[src/rtl/fetch_pkg.sv]
// Shared fetch/decode definitions: IF/ID record layout, fetch constants and
// small address helpers used by the fetch stage.
package fetch_pkg;

    localparam logic [31:0] NOP_INSTR          = 32'h0000_0013;
    localparam logic [31:0] DEFAULT_RESET_PC   = 32'h0000_0000;
    localparam int unsigned DEFAULT_IMEM_WORDS = 32'd32;

    typedef struct packed {
        logic        valid;
        logic [31:0] instr;
        logic [31:0] pc;
    } if_id_t;

    // Word index of addr compared against the number of implemented words.
    function automatic logic pc_in_range(input logic [31:0] addr, input logic [31:0] words);
        return ({2'b00, addr[31:2]} < words);
    endfunction

    function automatic logic is_misaligned(input logic [31:0] addr);
        return (addr[1:0] != 2'b00);
    endfunction

    function automatic logic [31:0] align_word(input logic [31:0] addr);
        return {addr[31:2], 2'b00};
    endfunction

endpackage

[src/rtl/if_id_reg.sv]
// IF/ID pipeline register. Clear drops only the valid bit; the payload is
// kept so a flushed slot never glitches instr/pc.
module if_id_reg
    import fetch_pkg::*;
(
    input  logic        clk,
    input  logic        rst_n,
    input  logic        load,
    input  logic        clear,
    input  logic [31:0] load_instr,
    input  logic [31:0] load_pc,
    output logic        valid,
    output logic [31:0] instr,
    output logic [31:0] pc
);

    if_id_t q_r;

    // IF/ID storage with clear > load > hold priority.
    always_ff @(posedge clk or negedge rst_n) begin
        if (!rst_n) begin
            q_r.valid <= 1'b0;
            q_r.instr <= 32'h0000_0000;
            q_r.pc    <= 32'h0000_0000;
        end else if (clear) begin
            q_r.valid <= 1'b0;
            q_r.instr <= q_r.instr;
            q_r.pc    <= q_r.pc;
        end else if (load) begin
            q_r.valid <= 1'b1;
            q_r.instr <= load_instr;
            q_r.pc    <= load_pc;
        end else begin
            q_r <= q_r;
        end
    end

    assign valid = q_r.valid;
    assign instr = q_r.instr;
    assign pc    = q_r.pc;

endmodule

[src/rtl/ifetch.sv]
// Instruction fetch stage: PC register, range check, redirect handling,
// sticky error flags and IF/ID handshake counter.
module ifetch
    import fetch_pkg::*;
#(
    parameter logic [31:0] RESET_PC   = DEFAULT_RESET_PC,
    parameter int unsigned IMEM_WORDS = DEFAULT_IMEM_WORDS
) (
    input  logic        clk,
    input  logic        rst_n,
    output logic [31:0] imem_addr,
    input  logic [31:0] imem_data,
    output logic        id_valid,
    input  logic        id_ready,
    output logic [31:0] id_instr,
    output logic [31:0] id_pc,
    input  logic        redirect_valid,
    input  logic [31:0] redirect_pc,
    output logic        misalign_err,
    output logic        fetch_fault,
    output logic [31:0] retire_cnt
);

    localparam logic [31:0] IMEM_WORDS_W = 32'(IMEM_WORDS);

    logic [31:0] pc_r;
    logic        misalign_err_r;
    logic        fetch_fault_r;
    logic [31:0] retire_cnt_r;

    logic        adv_s;
    logic        load_s;
    logic        in_range_s;
    logic        retire_s;
    logic [31:0] fetch_instr_s;

    assign adv_s      = !id_valid || id_ready;
    assign load_s     = !redirect_valid && adv_s;
    assign in_range_s = pc_in_range(pc_r, IMEM_WORDS_W);
    assign retire_s   = id_valid && id_ready;

    // Out-of-range fetches are replaced by a NOP rather than forwarding garbage.
    always_comb begin
        fetch_instr_s = NOP_INSTR;
        if (in_range_s) begin
            fetch_instr_s = imem_data;
        end else begin
            fetch_instr_s = NOP_INSTR;
        end
    end

    // Program counter: redirect beats advance; hold keeps imem_addr stable.
    always_ff @(posedge clk or negedge rst_n) begin
        if (!rst_n) begin
            pc_r <= RESET_PC;
        end else if (redirect_valid) begin
            pc_r <= align_word(redirect_pc);
        end else if (adv_s) begin
            pc_r <= pc_r + 32'd4;
        end else begin
            pc_r <= pc_r;
        end
    end

    // Sticky error flags, cleared only by reset.
    always_ff @(posedge clk or negedge rst_n) begin
        if (!rst_n) begin
            misalign_err_r <= 1'b0;
            fetch_fault_r  <= 1'b0;
        end else begin
            if (redirect_valid && is_misaligned(redirect_pc)) begin
                misalign_err_r <= 1'b1;
            end else begin
                misalign_err_r <= misalign_err_r;
            end
            if (load_s && !in_range_s) begin
                fetch_fault_r <= 1'b1;
            end else begin
                fetch_fault_r <= fetch_fault_r;
            end
        end
    end

    // Handshake counter; a handshake coinciding with a flush still counts.
    always_ff @(posedge clk or negedge rst_n) begin
        if (!rst_n) begin
            retire_cnt_r <= 32'd0;
        end else if (retire_s) begin
            retire_cnt_r <= retire_cnt_r + 32'd1;
        end else begin
            retire_cnt_r <= retire_cnt_r;
        end
    end

    if_id_reg u_if_id_reg (
        .clk        (clk),
        .rst_n      (rst_n),
        .load       (load_s),
        .clear      (redirect_valid),
        .load_instr (fetch_instr_s),
        .load_pc    (pc_r),
        .valid      (id_valid),
        .instr      (id_instr),
        .pc         (id_pc)
    );

    assign imem_addr    = pc_r;
    assign misalign_err = misalign_err_r;
    assign fetch_fault  = fetch_fault_r;
    assign retire_cnt   = retire_cnt_r;

endmodule

[config.mk]
export PLATFORM = sky130hd
export DESIGN_NAME = ifetch
export DESIGN_NICKNAME = d
export VERILOG_FILES = /design/src/rtl/fetch_pkg.sv /design/src/rtl/if_id_reg.sv /design/src/rtl/ifetch.sv
export SDC_FILE = /design/constraint.sdc
export NUM_CORES = 1
export LEC_CHECK = 0
export BUFFER_PORTS_ARGS = -buffer_cell sky130_fd_sc_hd__buf_2
export CAP_MARGIN = 20
export CORE_AREA = 2 2 115 117
export CTS_CLUSTER_DIAMETER = 200
export DETAILED_ROUTE_END_ITERATION = 6
export DIE_AREA = 0 0 117 119
export PLACE_DENSITY = 0.78
export SYNTH_ARGS = -nofsm -noshare
export SYNTH_HDL_FRONTEND = slang
export SYNTH_SLANG_ARGS = --single-unit
[constraint.sdc]
create_clock -name clk -period 1.85 [get_ports clk]
set_clock_uncertainty 0.05 [all_clocks]
set_input_delay 0.185 -clock clk [delete_from_list [all_inputs] [get_ports clk]]
set_output_delay 0.185 -clock clk [all_outputs]
set_load 0.05 [all_outputs]
==> metrics.cfg <==
[cts]
clock_latency_ps=410
cts-buffers-inserted=17
root_buffer=clkbuf_16
htree_num_levels=4
cts_sinks=127
path_clk_slew_ps=60
cts_tree=done
clk_path_buf_depth=2

[drt]
wire_per_inst_um=15.5
ant_nets=0
first_iter_violations=362
wl_um=16600
drc_errors=0
firstDrtPassIters=4
viasPerCell=5.04
route.vias.total=5387

[logic_synthesis]
syn_avg_cell_area_um2=9.55
synth_top_area_cell=dfrtp_1
synth_edf_count=0
synth_area_leaders=dfrtp_1 (57%), nand2_1 (13%), o21ai_0 (5.3%)
synth-seq-area-share_pct=56.6
ys.warnings.count=0
synth-seq-cells=127
syn-instance-count=588
synth.cell_area_um2=5620
synth_cell_types=31
synthFlopType=dfrtp_1
yosysTopAreaCellShare_pct=56.6
async_flop_share_pct=100

[global_route]
grt_max_degree=55
overflow=0
grt_pass1_wl_um=26200
grt_pass1_vias=5375
antenna_found_initial=0
grt_use_total_pct=24.1

[finish]
syn_to_final_growth_pct=49.7
drive_gt1_share_pct=36.0
nets=949
postLayoutCoreUtil_pct=65.3
stdcell_count=1068
diodes=0
design_area_um2=8410
n_fill_cell=1023

[floorplanning]
rows=42
core_um2=12900
initial_core_util_pct=43.6
die-area_um2=13900
dieHeight_um=119
pin_count=199
dieWidth_um=117

[pwr]
switching_share_pct=33.1
switchingPower_uw=2760
ir_drop_mv=0.680
p_clk_share_pct=37.7
seqPwrFrac_pct=39.0
internal-power_uw=5580
leakage_uw=0.00420
combPwrFrac_pct=23.2
p_per_area_nw_per_um2=992

[critical_path]
crit_type=reg -> reg
worst-path-buf-inv=0
path_depth=5
cp_top_family=simple AND/OR/NAND/NOR gates
cp_max_fo=6
worstPathArrival_ps=2120
crit_path_start_kind=flip-flop
reg2reg_depth=5
required_ps=2140
end_kind=flip-flop
crit_slowest_cell=or4_1
cpPeakStageDelay_ps=480
path_cells=nand3_4 > nor4_4 > nand4_2 > or4_1 > nand3_1

[timing]
post-route-min-period_ps=1830
fmax_mhz=547
setup_viol=0
grt_setup_unrepaired=yes
finalHoldViolCount=0
drv_slew=0
post-route-period-util_pct=98.9

[flow_run]
maxCapViolCount=0

[worst_hold_path]
hold_path_class=in -> reg
hold_path_depth=3

[placement]
dpl.cell_count=963
numPortBuffers=194
place_congestion=0.904
hpwl_um=10500
placed_area_um2=7070

[outcome]
outcome=complete, no violations

-- flip-flops by register name, indices dropped and copies added (netlist names) --
name and cells:
fetch_fault 1, imem_addr 30, misalign_err 1, retire_cnt 32
u_if_id_reg.instr 32, u_if_id_reg.pc 30, u_if_id_reg.valid 1
-- synthesized netlist by cell type, types with 2 or more instances --
master,number
ha_1,2
nand2_1,201
dfrtp_1,127
buf_2,4
nor2_1,4
nand2b_1,2
mux2_2,2
xor2_1,27
nand4_2,2
nand3_1,27
buf_4,7
nand3_2,2
o21ai_0,60
xnor2_1,31
nor4_1,8
and2_1,5
nor3_1,4
nand4_1,18
or4_1,2
and3_1,13
and4_1,9
clkbuf_1,22
-- timing repair --
| action | CTS | global route |
|---|---|---|
| setup endpoints to repair | 0 | 27 |
| setup buffers | 0 | 6 |
| resized for setup | 0 | 11 |
| hold buffers | 66 | 0 |
| hold endpoints to repair | 96 | 0 |
-- area by class of cell --
cell class	count	area (um2)	area share [%]
inverter	1	3.75	0.0446
clock buffer	26	499	5.94
sequential	127	3230	38.4
clock inverter	6	57.6	0.685
multi-input combinational	430	2370	28.2
timing repair buffer	302	2030	24.2
tap	176	220	2.62
-- cell families after synthesis --
| kind of cell | count (synthesis) | synth area share (%) |
|---|---|---|
| AND/OR/NAND/NOR | 300 | 24.7 |
| flip-flops | 127 | 56.6 |
| AO/OA/AOI/OAI | 63 | 5.75 |
| XOR/XNOR | 58 | 9.05 |
| buffers and inverters | 34 | 2.83 |
| multiplexers | 3 | 0.579 |
| adder cells (fa/ha/maj) | 2 | 0.446 |
| other | 1 | 0.0668 |
-- worst reg2reg max path: stages, from the launching register on --
cell	delay, ps
dfrtp_2	440
nand3_4	120
nor4_4	430
nand4_2	140
or4_1	480
nand3_1	90
-- worst paths after layout --
| path | startpoint | to | slack [ps] |
|---|---|---|---|
| max | imem_addr[17] | imem_addr[31] | 20 |
| min | id_ready | retire_cnt[0] | 100 |
| max reg2reg | imem_addr[17] | imem_addr[31] | 20 |
| min reg2reg | fetch_fault | fetch_fault | 410 |
| max in group asynchronous | rst_n | u_if_id_reg.instr[0] | 910 |
| min in group asynchronous | rst_n | retire_cnt[8] | 240 |
-- metal layers --
layer,routed length (um),GRT usage [%],vias up
li1,-,-,2545
met1,6780,30.7,2570
met2,8140,38.9,241
met3,1280,6.36,31
met4,356,9.93,0
met5,0,0,-
-- power by group through the flow --
stage	clock (uW)	sequential, uW	combinational, uW
2_1_floorplan	0	4070	401
3_3_place_gp	0	3280	1770
3_5_place_dp	0	3290	1780
4_1_cts	3180	3240	1900
5_1_grt	3330	3290	2070
6_report	3150	3250	1940
-- stage by stage --
step | hold slack, ps | TNS (ps) | total power (uW) | setup WS, ps
5_1_grt | 152 | -113 | 8690 | -60.7
4_1_cts | 82.8 | 0 | 8320 | 12.8
3_3_place_gp | 120 | -108 | 5050 | -37.9
6_report | 103 | 0 | 8340 | 20.2
3_5_place_dp | 116 | 0 | 5070 | 13.4
2_1_floorplan | -161 | -331 | 4470 | -126
-- layout by cell type (no fill, tap or decap), types with 26 or more instances in the layout --
cell type	count
dfrtp_2	38
nand3_1	26
xor2_1	27
o21ai_0	59
xnor2_1	31
dlygate4sd3_1	66
buf_4	36
dfrtp_1	89
buf_2	193
nand2_1	200
No activity file was read; power rests on OpenSTA's default activity.
